--- src/rtl/tc_pkg.sv ---
// Shared types and constants for the transform-coding front end:
// scheduler states, macroblock geometry and scan-order encodings.
package tc_pkg;

  typedef enum logic [1:0] {
    IDLE  = 2'd0,
    LOAD  = 2'd1,
    ISSUE = 2'd2,
    DRAIN = 2'd3
  } state_t;

  localparam int BLKS_PER_MB = 16;
  localparam int MB_WIDTH    = 16;
  localparam int BLK_DIM     = 4;

  localparam logic ORDER_RASTER = 1'b0;
  localparam logic ORDER_ZSCAN  = 1'b1;

endpackage

--- src/rtl/tc_scan_addr.sv ---
// Maps a scan position and scan order to the pixel offset of the 4x4 block's
// top-left sample inside the 16x16 macroblock; also used by reassembly.
module tc_scan_addr
  import tc_pkg::*;
(
  input  logic [3:0] k,
  input  logic       order,
  output logic [7:0] blk_start
);

  logic [1:0] row;
  logic [1:0] col;

  always_comb begin
    row = k[3:2];
    col = k[1:0];
    // Double-Z interleaves the index bits: odd bits pick the row, even bits the column.
    if (order == ORDER_ZSCAN) begin
      row = {k[3], k[1]};
      col = {k[2], k[0]};
    end
    blk_start = 8'({6'd0, row}) * 8'(MB_WIDTH * BLK_DIM)
              + 8'({6'd0, col}) * 8'(BLK_DIM);
  end

endmodule

--- src/rtl/tc_block_scheduler.sv ---
// Macroblock scheduler: loads one 16x16 macroblock, issues its 16 4x4 blocks
// under a credit limit, and reports completion once every block has returned.
//   state | meaning
//   IDLE  | waiting for a macroblock handshake
//   LOAD  | one-cycle load strobe to the datapath, scan index reset
//   ISSUE | issuing descriptors while credit is available
//   DRAIN | all blocks issued, waiting for outstanding transforms
module tc_block_scheduler
  import tc_pkg::*;
#(
  parameter int MAX_OUTSTANDING = 2
) (
  input  logic       clk,
  input  logic       rst_n,
  input  logic       mb_valid,
  output logic       mb_ready,
  input  logic       order_sel,
  output logic       mb_load,
  output logic       blk_valid,
  input  logic       blk_ready,
  output logic [3:0] blk_idx,
  output logic [7:0] blk_start,
  output logic       blk_first,
  output logic       blk_last,
  input  logic       xform_done,
  output logic       mb_done,
  output logic       busy,
  output logic       err_sticky
);

  localparam int                CNT_W      = $clog2(MAX_OUTSTANDING + 1);
  localparam logic [CNT_W-1:0]  CREDIT_MAX = CNT_W'(MAX_OUTSTANDING);
  localparam logic [CNT_W-1:0]  CREDIT_ONE = CNT_W'(1);
  localparam logic [3:0]        LAST_IDX   = 4'(BLKS_PER_MB - 1);

  state_t           state_q, state_d;
  logic [3:0]       k_q, k_d;
  logic [CNT_W-1:0] credit_q, credit_d;
  logic             order_q, order_d;
  logic             mb_load_q, mb_done_q, mb_ready_q, busy_q, err_q;
  logic             issuing, accept, done_ok, done_bad, drain_done;
  logic [7:0]       scan_start;

  assign issuing  = (state_q == ISSUE) && (credit_q < CREDIT_MAX);
  assign accept   = issuing && blk_ready;
  assign done_ok  = xform_done && (credit_q != '0);
  assign done_bad = xform_done && (credit_q == '0);

  always_comb begin
    state_d    = state_q;
    k_d        = k_q;
    order_d    = order_q;
    credit_d   = credit_q;
    drain_done = 1'b0;
    if (accept)  credit_d = credit_d + CREDIT_ONE;
    if (done_ok) credit_d = credit_d - CREDIT_ONE;
    case (state_q)
      IDLE: begin
        if (mb_valid && mb_ready_q) begin
          order_d = order_sel;
          state_d = LOAD;
        end
      end
      LOAD: begin
        k_d     = '0;
        state_d = ISSUE;
      end
      ISSUE: begin
        if (accept) begin
          k_d = k_q + 4'd1;
          if (k_q == LAST_IDX) state_d = DRAIN;
        end
      end
      DRAIN: begin
        // Completion also fires in the cycle the final done empties the credit.
        if (credit_d == '0) begin
          drain_done = 1'b1;
          state_d    = IDLE;
        end
      end
      default: state_d = IDLE;
    endcase
  end

  always_ff @(posedge clk) begin
    if (!rst_n) begin
      state_q    <= IDLE;
      k_q        <= '0;
      credit_q   <= '0;
      order_q    <= ORDER_RASTER;
      mb_load_q  <= 1'b0;
      mb_done_q  <= 1'b0;
      mb_ready_q <= 1'b1;
      busy_q     <= 1'b0;
      err_q      <= 1'b0;
    end else begin
      state_q    <= state_d;
      k_q        <= k_d;
      credit_q   <= credit_d;
      order_q    <= order_d;
      mb_load_q  <= (state_d == LOAD);
      mb_done_q  <= drain_done;
      // Hold off the next macroblock for the cycle that carries mb_done.
      mb_ready_q <= (state_d == IDLE) && !drain_done;
      busy_q     <= (state_d != IDLE);
      if (done_bad) err_q <= 1'b1;
    end
  end

  tc_scan_addr u_scan_addr (
    .k         (k_q),
    .order     (order_q),
    .blk_start (scan_start)
  );

  assign blk_valid  = issuing;
  assign blk_idx    = (state_q == ISSUE) ? k_q : 4'd0;
  assign blk_start  = (state_q == ISSUE) ? scan_start : 8'd0;
  assign blk_first  = (state_q == ISSUE) && (k_q == 4'd0);
  assign blk_last   = (state_q == ISSUE) && (k_q == LAST_IDX);
  assign mb_load    = mb_load_q;
  assign mb_done    = mb_done_q;
  assign mb_ready   = mb_ready_q;
  assign busy       = busy_q;
  assign err_sticky = err_q;

endmodule

--- config.mk ---
export PLATFORM = sky130hd
export DESIGN_NAME = tc_block_scheduler
export DESIGN_NICKNAME = d
export VERILOG_FILES = /design/src/rtl/tc_pkg.sv /design/src/rtl/tc_scan_addr.sv /design/src/rtl/tc_block_scheduler.sv
export SDC_FILE = /design/constraint.sdc
export NUM_CORES = 1
export LEC_CHECK = 0
export ABC_AREA = 1
export BUFFER_PORTS_ARGS = -buffer_cell sky130_fd_sc_hd__buf_2
export CORE_UTILIZATION = 45
export DETAILED_ROUTE_END_ITERATION = 10
export PLACE_DENSITY = 0.7
export SLEW_MARGIN = 20
export SYNTH_ARGS = -nofsm -noshare
export SYNTH_HDL_FRONTEND = slang
export SYNTH_HIERARCHICAL = 1
export SYNTH_SLANG_ARGS = --single-unit
--- constraint.sdc ---
create_clock -name clk -period 2.3 [get_ports clk]
set_input_delay 0.345 -clock clk [delete_from_list [all_inputs] [get_ports clk]]
set_output_delay 0.345 -clock clk [all_outputs]
set_load 0.02 [all_outputs]
Yosys cells after proc, flatten, opt, wreduce, memory -nomap -nowiden
Cells that the tools add are included.
- flip-flop bits (word level): 14
- input bits: 6
- word-level logic and storage cells: 54
- magnitude comparators: 1
- equal/unequal tests: 6
- multiplexer cells: 15
- add/subtract/negate cells: 4
- reductions and logical operators: 19
- operators with widths (cell ; number):
    $mux W2 ; 7
    $add A8 B4 Y8 ; 1
    $logic_and A1 B1 Y1 ; 8
    $logic_not A2 Y1 ; 4
    $mux W4 ; 2
    $mux W8 ; 1
    $pmux W2 S4 ; 1
    $pmux W4 S2 ; 1
    $reduce_bool A2 Y1 ; 3
    $add A4 B1 Y4 const B ; 1
    $eq A2 B1 Y1 const B ; 2
    $eq A2 B2 Y1 const B ; 2
    $eq A4 B4 Y1 const B ; 1
    $logic_not A4 Y1 ; 1
    $reduce_and A2 Y1 ; 2
    $mux W1 ; 3
    $add A2 B1 Y2 const B ; 1
    $lt A2 B2 Y1 const B ; 1
    $ne A2 B2 Y1 const B ; 1
    $sub A2 B1 Y2 const B ; 1
    $logic_not A1 Y1 ; 1

Logic depth before layout (Yosys ltp)
Gate-level depths: netlist of the first run.
- depth in word-level cells: 11
- mapped depth: 10
- depth with buffers taken out: 10

Modules after synthesis
Netlist of the first run, hierarchy kept.
- modules (own cells, without submodules) (module ; cells an instance ; area an instance (um^2) ; times used ; seq. area each (um^2)):
    tc_block_scheduler ; 106 ; 745.7 ; 1 ; 280.3
    tc_scan_addr ; 14 ; 75.1 ; 1 ; 0.0

Least setup slack after synthesis of the first run
Ideal clock, no wire load.
- path kind: reg2reg
- start: register credit_q[0]
- end: register busy_q, in the netlist busy
- data arrival time: 1.333 ns
- clock period less this slack: 1.448 ns
- path slack: 0.852 ns
- buffers on the path: 0
- stages on the path, launching flop included: 8
- cell sequence: dfxtp_1 -> inv_1 -> ha_1 -> a31oi_1 -> nand3_2 -> nand2_2 -> nand4_2 -> and2_1
- word-level cells in the longest chain between the ends: 10
- elaborated cells between the ends (all ways): 14
- classes of those cells: add/sub: 2; order compare: 1; mux: 5; reduce/logical: 6
- RTL lines (element ; line ; text):
    from (decl) ; tc_block_scheduler.sv:38 ; logic [CNT_W-1:0] credit_q, credit_d;
    from (signal assigned) ; tc_block_scheduler.sv:99 ; credit_q <= credit_d;
    $lt A2 B2 Y1 ; tc_block_scheduler.sv:44 ; assign issuing = (state_q == ISSUE) && (credit_q < CREDIT_MAX);
    $logic_and A1 B1 Y1 ; tc_block_scheduler.sv:44 ;
    $logic_and A1 B1 Y1 ; tc_block_scheduler.sv:45 ; assign accept = issuing && blk_ready;
    $mux W2 ; tc_block_scheduler.sv:55 ; if (accept) credit_d = credit_d + CREDIT_ONE;
    $sub A2 B1 Y2 ; tc_block_scheduler.sv:56 ; if (done_ok) credit_d = credit_d - CREDIT_ONE;
    $mux W2 ; tc_block_scheduler.sv:56 ;
    $logic_not A2 Y1 ; tc_block_scheduler.sv:76 ; if (credit_d == '0) begin
    $mux W2 ; tc_block_scheduler.sv:76 ;
    $pmux W2 S4 (*) ; tc_block_scheduler.sv:57 ; case (state_q)
    $reduce_bool A2 Y1 (*) ; tc_block_scheduler.sv:105 ; busy_q <= (state_d != IDLE);
    to (signal assigned) ; tc_block_scheduler.sv:105 ;
    to (decl) ; tc_block_scheduler.sv:40 ; logic mb_load_q, mb_done_q, mb_ready_q, busy_q, err_q;
Mark *: on every way between the ends. The rest lies on a longest branch, timed or not.
A chain may end at the register's enable or synchronous reset.

Final worst setup path of the first run
- start: register k_q[1]
- end: output port blk_last
- word-level cells in the longest chain between the ends: 2
- RTL lines (element ; line ; text):
    from (decl) ; tc_block_scheduler.sv:37 ; logic [3:0] k_q, k_d;
    from (signal assigned) ; tc_block_scheduler.sv:98 ; k_q <= k_d;
    $eq A4 B4 Y1 ; tc_block_scheduler.sv:120 ; assign blk_last = (state_q == ISSUE) && (k_q == LAST_IDX);
    $logic_and A1 B1 Y1 ; tc_block_scheduler.sv:120 ;
    to (decl) ; tc_block_scheduler.sv:24 ; output logic blk_last,
No other way between the ends.

==> results.py, run 1 <==
metrics = {
    "run_status": {
        "status": "finished clean",
    },
    "power_and_ir_drop": {
        "pwr_density_cell_nw_per_um2": 667,
        "p_switching_w": 0.000216,
        "power.total_w": 0.000638,
        "vdd_ir_drop_max_mv": 0.494,
        "clkPwrFrac": 0.278,
        "comb_power_share": 0.273,
        "p_int_w": 0.000422,
        "p_sw_frac": 0.339,
        "seqPwrFrac": 0.449,
        "total_leakage_power_nw": 0.464,
    },
    "cells_and_area": {
        "nNetsFinal": 151,
        "register_area_um2": 280,
        "utilization": 0.554,
        "drive_gt1_frac": 0.270,
        "antenna_cells": 0,
        "multiInputGateArea_um2": 413,
        "final_cell_mix": "inv_1 (22), buf_2 (21), nor2_1 (20)",
        "syn2layout_area_growth_pct": 16.5,
        "fill_cells": 180,
        "final_common_cell": "inv_1",
    },
    "clocking": {
        "clkLatencyLatePin_ns": 0.29,
        "numCtsBuffers": 3,
        "clock-root-buffer": "clkbuf_4",
        "htreeDepth": 1,
        "cts_tree": "built",
        "postCtsHoldBufs": 0,
        "clkSinkCount": 14,
        "postCtsSetupBuffers": 0,
        "cts.clk_slew.worst_paths_ns": 0.08,
        "clk_path_buf_depth": 2,
        "cts-resized-gates": 0,
    },
    "drt": {
        "drt_pass1_iterations": 4,
        "wl_per_cell_um": 9.22,
        "ant_nets": 0,
        "drc_errors": 0,
        "via_per_inst": 4.55,
        "vias": 756,
        "wl_um": 1530,
        "drt_iter0_markers": 5,
    },
    "logic_synthesis": {
        "synth_top_flop_cell": "dfxtp_1",
        "netlist_instances": 120,
        "synth-seq-cells": 14,
        "seq_area_frac_synth": 0.341,
        "yosys-top-cells-area": "dfxtp_1 (34%), inv_1 (10%), nor2_1 (9.1%)",
        "syn-cell-area_um2": 821,
        "synth.distinct_cells": 23,
        "yosys_warnings": 6,
        "synth-edff-count": 0,
        "syn_avg_cell_area_um2": 6.84,
        "yosys.area.top_type": "dfxtp_1",
        "yosysTopAreaCellShare": 0.341,
        "async_reset_ff_frac": 0,
    },
    "timing": {
        "hold_ws_ns": 0.315,
        "finalSetupTns_ns": 0,
        "setup_viol": 0,
        "min_period_ns": 1.67,
        "post-route-period-util": 0.727,
        "slew_viol_final": 0,
        "finClkSkew_ns": 0.00526,
        "fmax_mhz": 598,
        "rsz0062_at_grt": "no",
        "final_hold_viol_count": 0,
    },
    "floorplanning": {
        "die_w_um": 44.7,
        "io_pins": 26,
        "die_y_um": 44.7,
        "die-area_um2": 2000,
        "start_util": 0.475,
        "core_area_um2": 1730,
        "num_rows": 15,
    },
    "global_routing": {
        "antenna_found_initial": 0,
        "overflow": 0,
        "track_usage": 0.169,
        "grt_max_degree": 17,
        "grt_pass1_vias": 615,
        "grt_pass1_wl_um": 2480,
    },
    "setup_path": {
        "startpoint_type": "flop",
        "critical_path_class": "flop to primary output",
        "cp_max_fo": 5,
        "crit_arrival_ns": 1.33,
        "r2r_start": "credit_q[1]",
        "reg2regPathDepth": 7,
        "rr_endpoint": "busy",
        "required_ns": 1.96,
        "critPathCaptureType": "primary output",
        "reg2reg_slack_ns": 0.68,
    },
    "placed_design": {
        "post-dp-hpwl_um": 1240,
        "gp_congestion": 0.797,
        "port-buffer-count": 21,
    },
    "hold_path": {
        "hp-start": "xform_done",
        "hold_depth": 3,
        "min_to": "err_sticky",
        "hp-class": "primary input to flop",
    },
    "flow_run": {
        "drv_cap": 0,
    },
}
[stage by stage]
step           instances  setup slack [ns]  cell area [um^2]
3_5_place_dp         162             0.678               920
2_1_floorplan        123             0.852               832
5_1_grt              166             0.534               956
6_report             166             0.629               956
4_1_cts              166             0.618               956
3_3_place_gp         162             0.783               920
[worst max-delay path, stage by stage, from the launching register on]
cell     delay, ns
dfxtp_1       0.42
ha_1          0.22
nand3_1       0.09
nor2_1        0.14
buf_2         0.19
[worst max-delay path by stage]
| stage | start | endpoint | slack (ns) |
|---|---|---|---|
| after floorplan | credit_q[0] | busy | 0.85 |
| after global placement | credit_q[0] | busy | 0.78 |
| after detailed placement | credit_q[1] | busy | 0.68 |
| after CTS | k_q[1] | blk_last | 0.62 |
| after global routing | k_q[1] | blk_last | 0.53 |
| final | k_q[1] | blk_last | 0.63 |
[per-layer routing]
metal  up-vias  share of wire  wire, um  track usage
li1        405              -         -            -
met2        18           0.48       736        0.291
met5         -              0         0            0
met3         4          0.042        64       0.0160
met1       329           0.45       689        0.198
met4         0          0.027        41        0.115
[cells in the mapped netlist (2+ instances only)]
library cell	instances
nand3_1	6
inv_2	2
buf_4	6
a21oi_1	8
nand2_1	15
inv_1	22
nand3_2	4
o21ai_0	3
ha_1	3
nand2_2	3
nor3_1	3
nor2_2	2
dfxtp_1	14
nor2_1	20
[state kept, by name, indices dropped and copies added, names as in the netlist]
signal	count
err_sticky	1
state_q	2
busy	1
mb_done	1
mb_load	1
credit_q	2
k_q	4
mb_ready	1
order_q	1
[cell type report]
class                      count  area share
clock buffer                   4      0.0380
multi-input combinational     78       0.432
inverter                      24      0.0942
sequential                    14       0.293
tap                           25      0.0327
timing repair buffer          21       0.110
[logic make-up (layout without fill, tap and decap cells)]
logic type / count (synthesis) / in the layout / share of synthesized area
and+or+nand+nor: 57 / 57 / 0.345
buffers and inverters: 31 / 49 / 0.169
AOI/OAI and AO/OA: 14 / 14 / 0.0945
DFF: 14 / 14 / 0.341
adders and majority gates: 3 / 3 / 0.0457
other: 1 / 4 / 0.00457
[power groups by stage]
stage               clock network [W]  registers [W]  logic (W)
floorplan                           0       0.000301   0.000128
global placement                    0       0.000290   0.000169
detailed placement                  0       0.000292   0.000176
CTS                          0.000183       0.000287   0.000176
global route                 0.000194       0.000291   0.000194
finish                       0.000178       0.000286   0.000174
No activity file was read; power rests on OpenSTA's default activity.
==> run 2, diff against run 1 <==
Clock period 2.3 ns to 1.7 ns, I/O delays scaled along.
==> results.py, run 2 (same netlist as run 1, synthesis figures left out) <==
metrics = {
    "hold_path": {
        "hold_depth": 3,
        "hp-start": "xform_done",
        "min_to": "err_sticky",
        "hp-class": "primary input to flop",
    },
    "clocking": {
        "cts_tree": "built",
        "clk_path_buf_depth": 2,
        "clock-root-buffer": "clkbuf_4",
        "clkSinkCount": 14,
        "htreeDepth": 1,
        "numCtsBuffers": 3,
        "clkLatencyLatePin_ns": 0.28,
        "postCtsHoldBufs": 0,
        "cts.clk_slew.worst_paths_ns": 0.08,
    },
    "drt": {
        "dr_wl_met2_um": 765,
        "drt_pass1_iterations": 5,
        "wl_um": 1610,
        "ant_nets": 0,
        "via_per_inst": 4.60,
        "drc_errors": 0,
        "wl_per_cell_um": 9.62,
        "top_layer_used": "met4",
        "met3_length_um": 76,
        "met1_length_um": 745,
        "drt_iter0_markers": 18,
        "vias": 769,
    },
    "timing": {
        "setup_viol": 0,
        "fmax_mhz": 635,
        "final_hold_viol_count": 0,
        "post-route-period-util": 0.926,
        "rsz0062_at_grt": "no",
        "min_period_ns": 1.57,
        "slew_viol_final": 0,
        "fin_ws_ns": 0.125,
        "finalSetupTns_ns": 0,
        "finClkSkew_ns": 0.00132,
    },
    "floorplanning": {
        "start_util": 0.475,
        "die_y_um": 44.7,
        "core_area_um2": 1730,
        "die-area_um2": 2000,
        "num_rows": 15,
        "die_w_um": 44.7,
        "io_pins": 26,
    },
    "placed_design": {
        "post-dp-hpwl_um": 1240,
        "pre_cts_ws_ns": 0.116,
        "port-buffer-count": 21,
        "gp_congestion": 0.743,
        "place_area_um2": 927,
        "dp_cells": 163,
    },
    "cells_and_area": {
        "final_area_um2": 970,
        "syn2layout_area_growth_pct": 18.1,
        "final_cell_mix": "inv_1 (22), buf_2 (21), nor2_1 (20)",
        "regMostFlops": "k_q",
        "drive_gt1_frac": 0.282,
        "antenna_cells": 0,
        "layoutNonFillerInstCount": 167,
        "nNetsFinal": 152,
        "reg.largest.list": "k_q: 4 flops, credit_q: 2 flops, state_q: 2 flops",
        "largest_register_ffs": 4,
        "fill_cells": 188,
        "final_common_cell": "inv_1",
    },
    "global_routing": {
        "overflow": 0,
        "antenna_found_initial": 0,
        "track_usage": 0.182,
        "grt_pass1_wl_um": 2560,
        "grt_max_degree": 16,
        "grt_pass1_vias": 604,
    },
    "power_and_ir_drop": {
        "total_leakage_power_nw": 0.469,
        "vdd_ir_drop_max_mv": 0.666,
        "p_sw_frac": 0.337,
        "clkPwrFrac": 0.273,
        "seqPwrFrac": 0.445,
        "comb_power_share": 0.282,
        "power.total_w": 0.000869,
        "p_int_w": 0.000576,
        "pwr_density_cell_nw_per_um2": 896,
        "p_switching_w": 0.000293,
    },
    "setup_path": {
        "critPathCaptureType": "flop",
        "critical_path_class": "flop to flop",
        "startpoint_type": "flop",
        "required_ns": 1.88,
        "cp_max_fo": 3,
        "reg2reg_slack_ns": 0.13,
        "reg2regPathDepth": 7,
        "r2r_start": "credit_q[1]",
        "rr_endpoint": "busy",
        "crit_arrival_ns": 1.76,
    },
    "flow_run": {
        "drv_cap": 0,
    },
    "run_status": {
        "status": "finished clean",
    },
}
-- run 2: changes by cell type in the layout (fill, tap and decap cells not counted) --
cell | before | now
a31oi_1 | 1 | 0
a31oi_2 | 0 | 1
buf_4 | 0 | 1
-- run 2: metrics by stage --
stage,utilization,hold slack [ns]
after floorplan,-,0.353
after global placement,0.537,0.448
after detailed placement,0.537,0.468
after CTS,0.558,0.232
after global routing,0.562,0.252
final,0.562,0.232
-- run 2: cell type report --
type	count	area, um^2	area share
inverter	24	90.1	0.0929
tap	25	31.3	0.0323
sequential	14	280	0.289
clock buffer	4	36.3	0.0374
multi-input combinational	78	419	0.432
timing repair buffer	22	113	0.116
-- run 2: worst max-delay path: stages, from the launching register on --
cell,delay [ns]
dfxtp_1,0.38
inv_1,0.10
ha_1,0.29
a31oi_2,0.26
nand3_2,0.14
nand2_2,0.09
nand4_2,0.08
and2_1,0.15
-- run 2: worst max path at each step --
stage,cells past startpoint,start,slack [ns],end
after global placement,7,credit_q[0],0.19,busy
after detailed placement,7,credit_q[0],0.12,busy
after CTS,7,credit_q[0],0.1,busy
final,7,credit_q[1],0.13,busy
after floorplan,7,credit_q[0],0.25,busy
after global routing,7,credit_q[1],0.009,busy
-- run 2: what timing repair did --
action,in CTS,in global routing
gates resized for setup,0,1
endpoints found under the setup margin,0,2
setup buffers,0,0
-- run 2: metal layers --
| layer | global-route usage | vias up |
|---|---|---|
| met5 | 0 | - |
| met4 | 0.127 | 0 |
| met3 | 0.0360 | 2 |
| met2 | 0.285 | 26 |
| met1 | 0.223 | 332 |
| li1 | - | 409 |
-- run 2: power by group through the flow --
stage	logic, W	registers, W	clock network, W
2_1_floorplan	0.000173	0.000407	0
3_3_place_gp	0.000232	0.000392	0
3_5_place_dp	0.000241	0.000393	0
4_1_cts	0.000241	0.000386	0.000241
5_1_grt	0.000275	0.000392	0.000258
6_report	0.000245	0.000387	0.000237
==> run 3, diff against run 2 <==
Settings changed: CORE_UTILIZATION 45 to 49, PLACE_DENSITY 0.7 to 0.75.
==> results.py, run 3 (same netlist as run 1, synthesis figures left out) <==
metrics = {
    "power_and_ir_drop": {
        "clkPwrFrac": 0.272,
        "seqPwrFrac": 0.443,
        "power.total_w": 0.000875,
        "comb_power_share": 0.285,
        "vdd_ir_drop_max_mv": 0.655,
        "p_int_w": 0.000578,
        "p_switching_w": 0.000297,
        "total_leakage_power_nw": 0.469,
        "p_sw_frac": 0.339,
        "pwr_density_cell_nw_per_um2": 910,
    },
    "clocking": {
        "clkLatencyLatePin_ns": 0.28,
        "postCtsSetupBuffers": 0,
        "clock-root-buffer": "clkbuf_4",
        "postCtsHoldBufs": 0,
        "cts.clk_slew.worst_paths_ns": 0.08,
        "cts_tree": "built",
        "htreeDepth": 1,
        "numCtsBuffers": 3,
        "clkSinkCount": 14,
        "clk_path_buf_depth": 2,
    },
    "global_routing": {
        "overflow": 0,
        "grt_max_degree": 15,
        "track_usage": 0.188,
        "grt_pass1_wl_um": 2590,
        "antenna_found_initial": 0,
        "grt_pass1_vias": 656,
    },
    "cells_and_area": {
        "layoutNonFillerInstCount": 158,
        "regMostFlops": "k_q",
        "final_cell_mix": "inv_1 (22), buf_2 (21), nor2_1 (19)",
        "final_area_um2": 961,
        "largest_register_ffs": 4,
        "reg.largest.list": "k_q: 4 flops, credit_q: 2 flops, state_q: 2 flops",
        "drive_gt1_frac": 0.289,
        "final_common_cell": "inv_1",
        "fill_cells": 152,
        "utilization": 0.623,
        "antenna_cells": 0,
        "syn2layout_area_growth_pct": 17.1,
        "nNetsFinal": 152,
    },
    "setup_path": {
        "critical_path.startpoint": "credit_q[1]",
        "required_ns": 1.88,
        "crit_arrival_ns": 1.77,
        "cpPeakStageDelay_ns": 0.40,
        "cp_max_fo": 3,
        "crit_chain": "inv_1, ha_1, a31oi_2, nand3_2, nand2_2, nand4_2, and2_1",
        "r2r_start": "credit_q[1]",
        "cp-endpoint": "busy",
        "reg2reg_slack_ns": 0.11,
        "reg2regPathDepth": 7,
        "critPathCaptureType": "flop",
        "startpoint_type": "flop",
        "critical_path_class": "flop to flop",
        "rr_endpoint": "busy",
        "cpMaxStageDelayCell": "dfxtp_1",
    },
    "floorplanning": {
        "die_y_um": 42.9,
        "num_rows": 14,
        "core_area_um2": 1540,
        "start_util": 0.532,
        "die_w_um": 42.9,
        "io_pins": 26,
        "die-area_um2": 1840,
    },
    "drt": {
        "drc_errors": 0,
        "wl_per_cell_um": 9.89,
        "drt_iter0_markers": 22,
        "ant_nets": 0,
        "via_per_inst": 4.92,
        "drt_pass1_iterations": 4,
        "wl_um": 1560,
        "vias": 777,
    },
    "timing": {
        "post-route-period-util": 0.938,
        "fmax_mhz": 627,
        "setup_viol": 0,
        "slew_viol_final": 0,
        "finClkSkew_ns": 0.00437,
        "fin_ws_ns": 0.106,
        "final_hold_viol_count": 0,
        "min_period_ns": 1.59,
    },
    "placed_design": {
        "pre_cts_ws_ns": 0.132,
        "gp_congestion": 0.789,
        "port-buffer-count": 21,
        "post-dp-hpwl_um": 1190,
        "place_area_um2": 916,
        "dp_cells": 154,
    },
    "flow_run": {
        "drv_cap": 0,
    },
    "run_status": {
        "status": "finished clean",
    },
    "hold_path": {
        "hp-class": "primary input to flop",
    },
}
-- run 3: cell types whose count changed in the layout (fill, tap and decap cells not counted) --
cell	change
nor2_1	-1
nor2_2	+1
-- run 3: metal layers --
layer	vias up	GRT usage	part of all wire
met2	27	0.336	0.48
met1	333	0.198	0.43
li1	412	-	-
met5	-	0	0
met4	0	0.113	0.027
met3	5	0.0383	0.054
-- run 3: how the worst min path moves through the flow --
stage                     from    endpoint  slack (ns)  depth (start not counted)
floorplan                rst_n  state_q[0]        0.35                          2
global placement    err_sticky  err_sticky        0.44                          2
detailed placement  err_sticky  err_sticky        0.47                          2
CTS                 xform_done  err_sticky        0.22                          3
global route        xform_done  err_sticky        0.23                          3
finish              xform_done  err_sticky        0.22                          3
-- run 3: timing repair --
| item | in CTS | in global routing |
|---|---|---|
| resized for setup | 0 | 2 |
| endpoints found under the setup margin | 0 | 1 |
| hold endpoints to repair | 0 | 0 |
-- run 3: layout make-up --
cell class	count	area (um^2)	area share
Clock buffer	4	36.3	0.0378
Inverter	24	90.1	0.0937
Multi-Input combinational cell	78	422	0.439
Sequential cell	14	280	0.292
Tap cell	16	20.0	0.0208
Timing Repair Buffer	22	113	0.117
-- run 3: per-stage QoR --
stage               hold WS [ns]  TNS (ns)
floorplan                  0.353         0
global placement           0.445         0
detailed placement         0.467         0
CTS                        0.219         0
global route               0.230  -0.00891
finish                     0.220         0
-- run 3: worst max-delay path: cells and delay by family (launching register included) --
kind                     cells  cell delay (ns)
adder cells (fa/ha/maj)      1             0.29
AND/OR/NAND/NOR              4             0.45
flip-flops                   1             0.40
buffers and inverters        1             0.11
AO/OA/AOI/OAI                1             0.24
-- run 3: power groups by stage --
stage	Sequential [W]	Clock [W]	Combinational, W
CTS	0.000385	0.000245	0.000242
detailed placement	0.000393	0	0.000241
global placement	0.000392	0	0.000230
finish	0.000388	0.000238	0.000249
global route	0.000393	0.000257	0.000279
floorplan	0.000407	0	0.000173
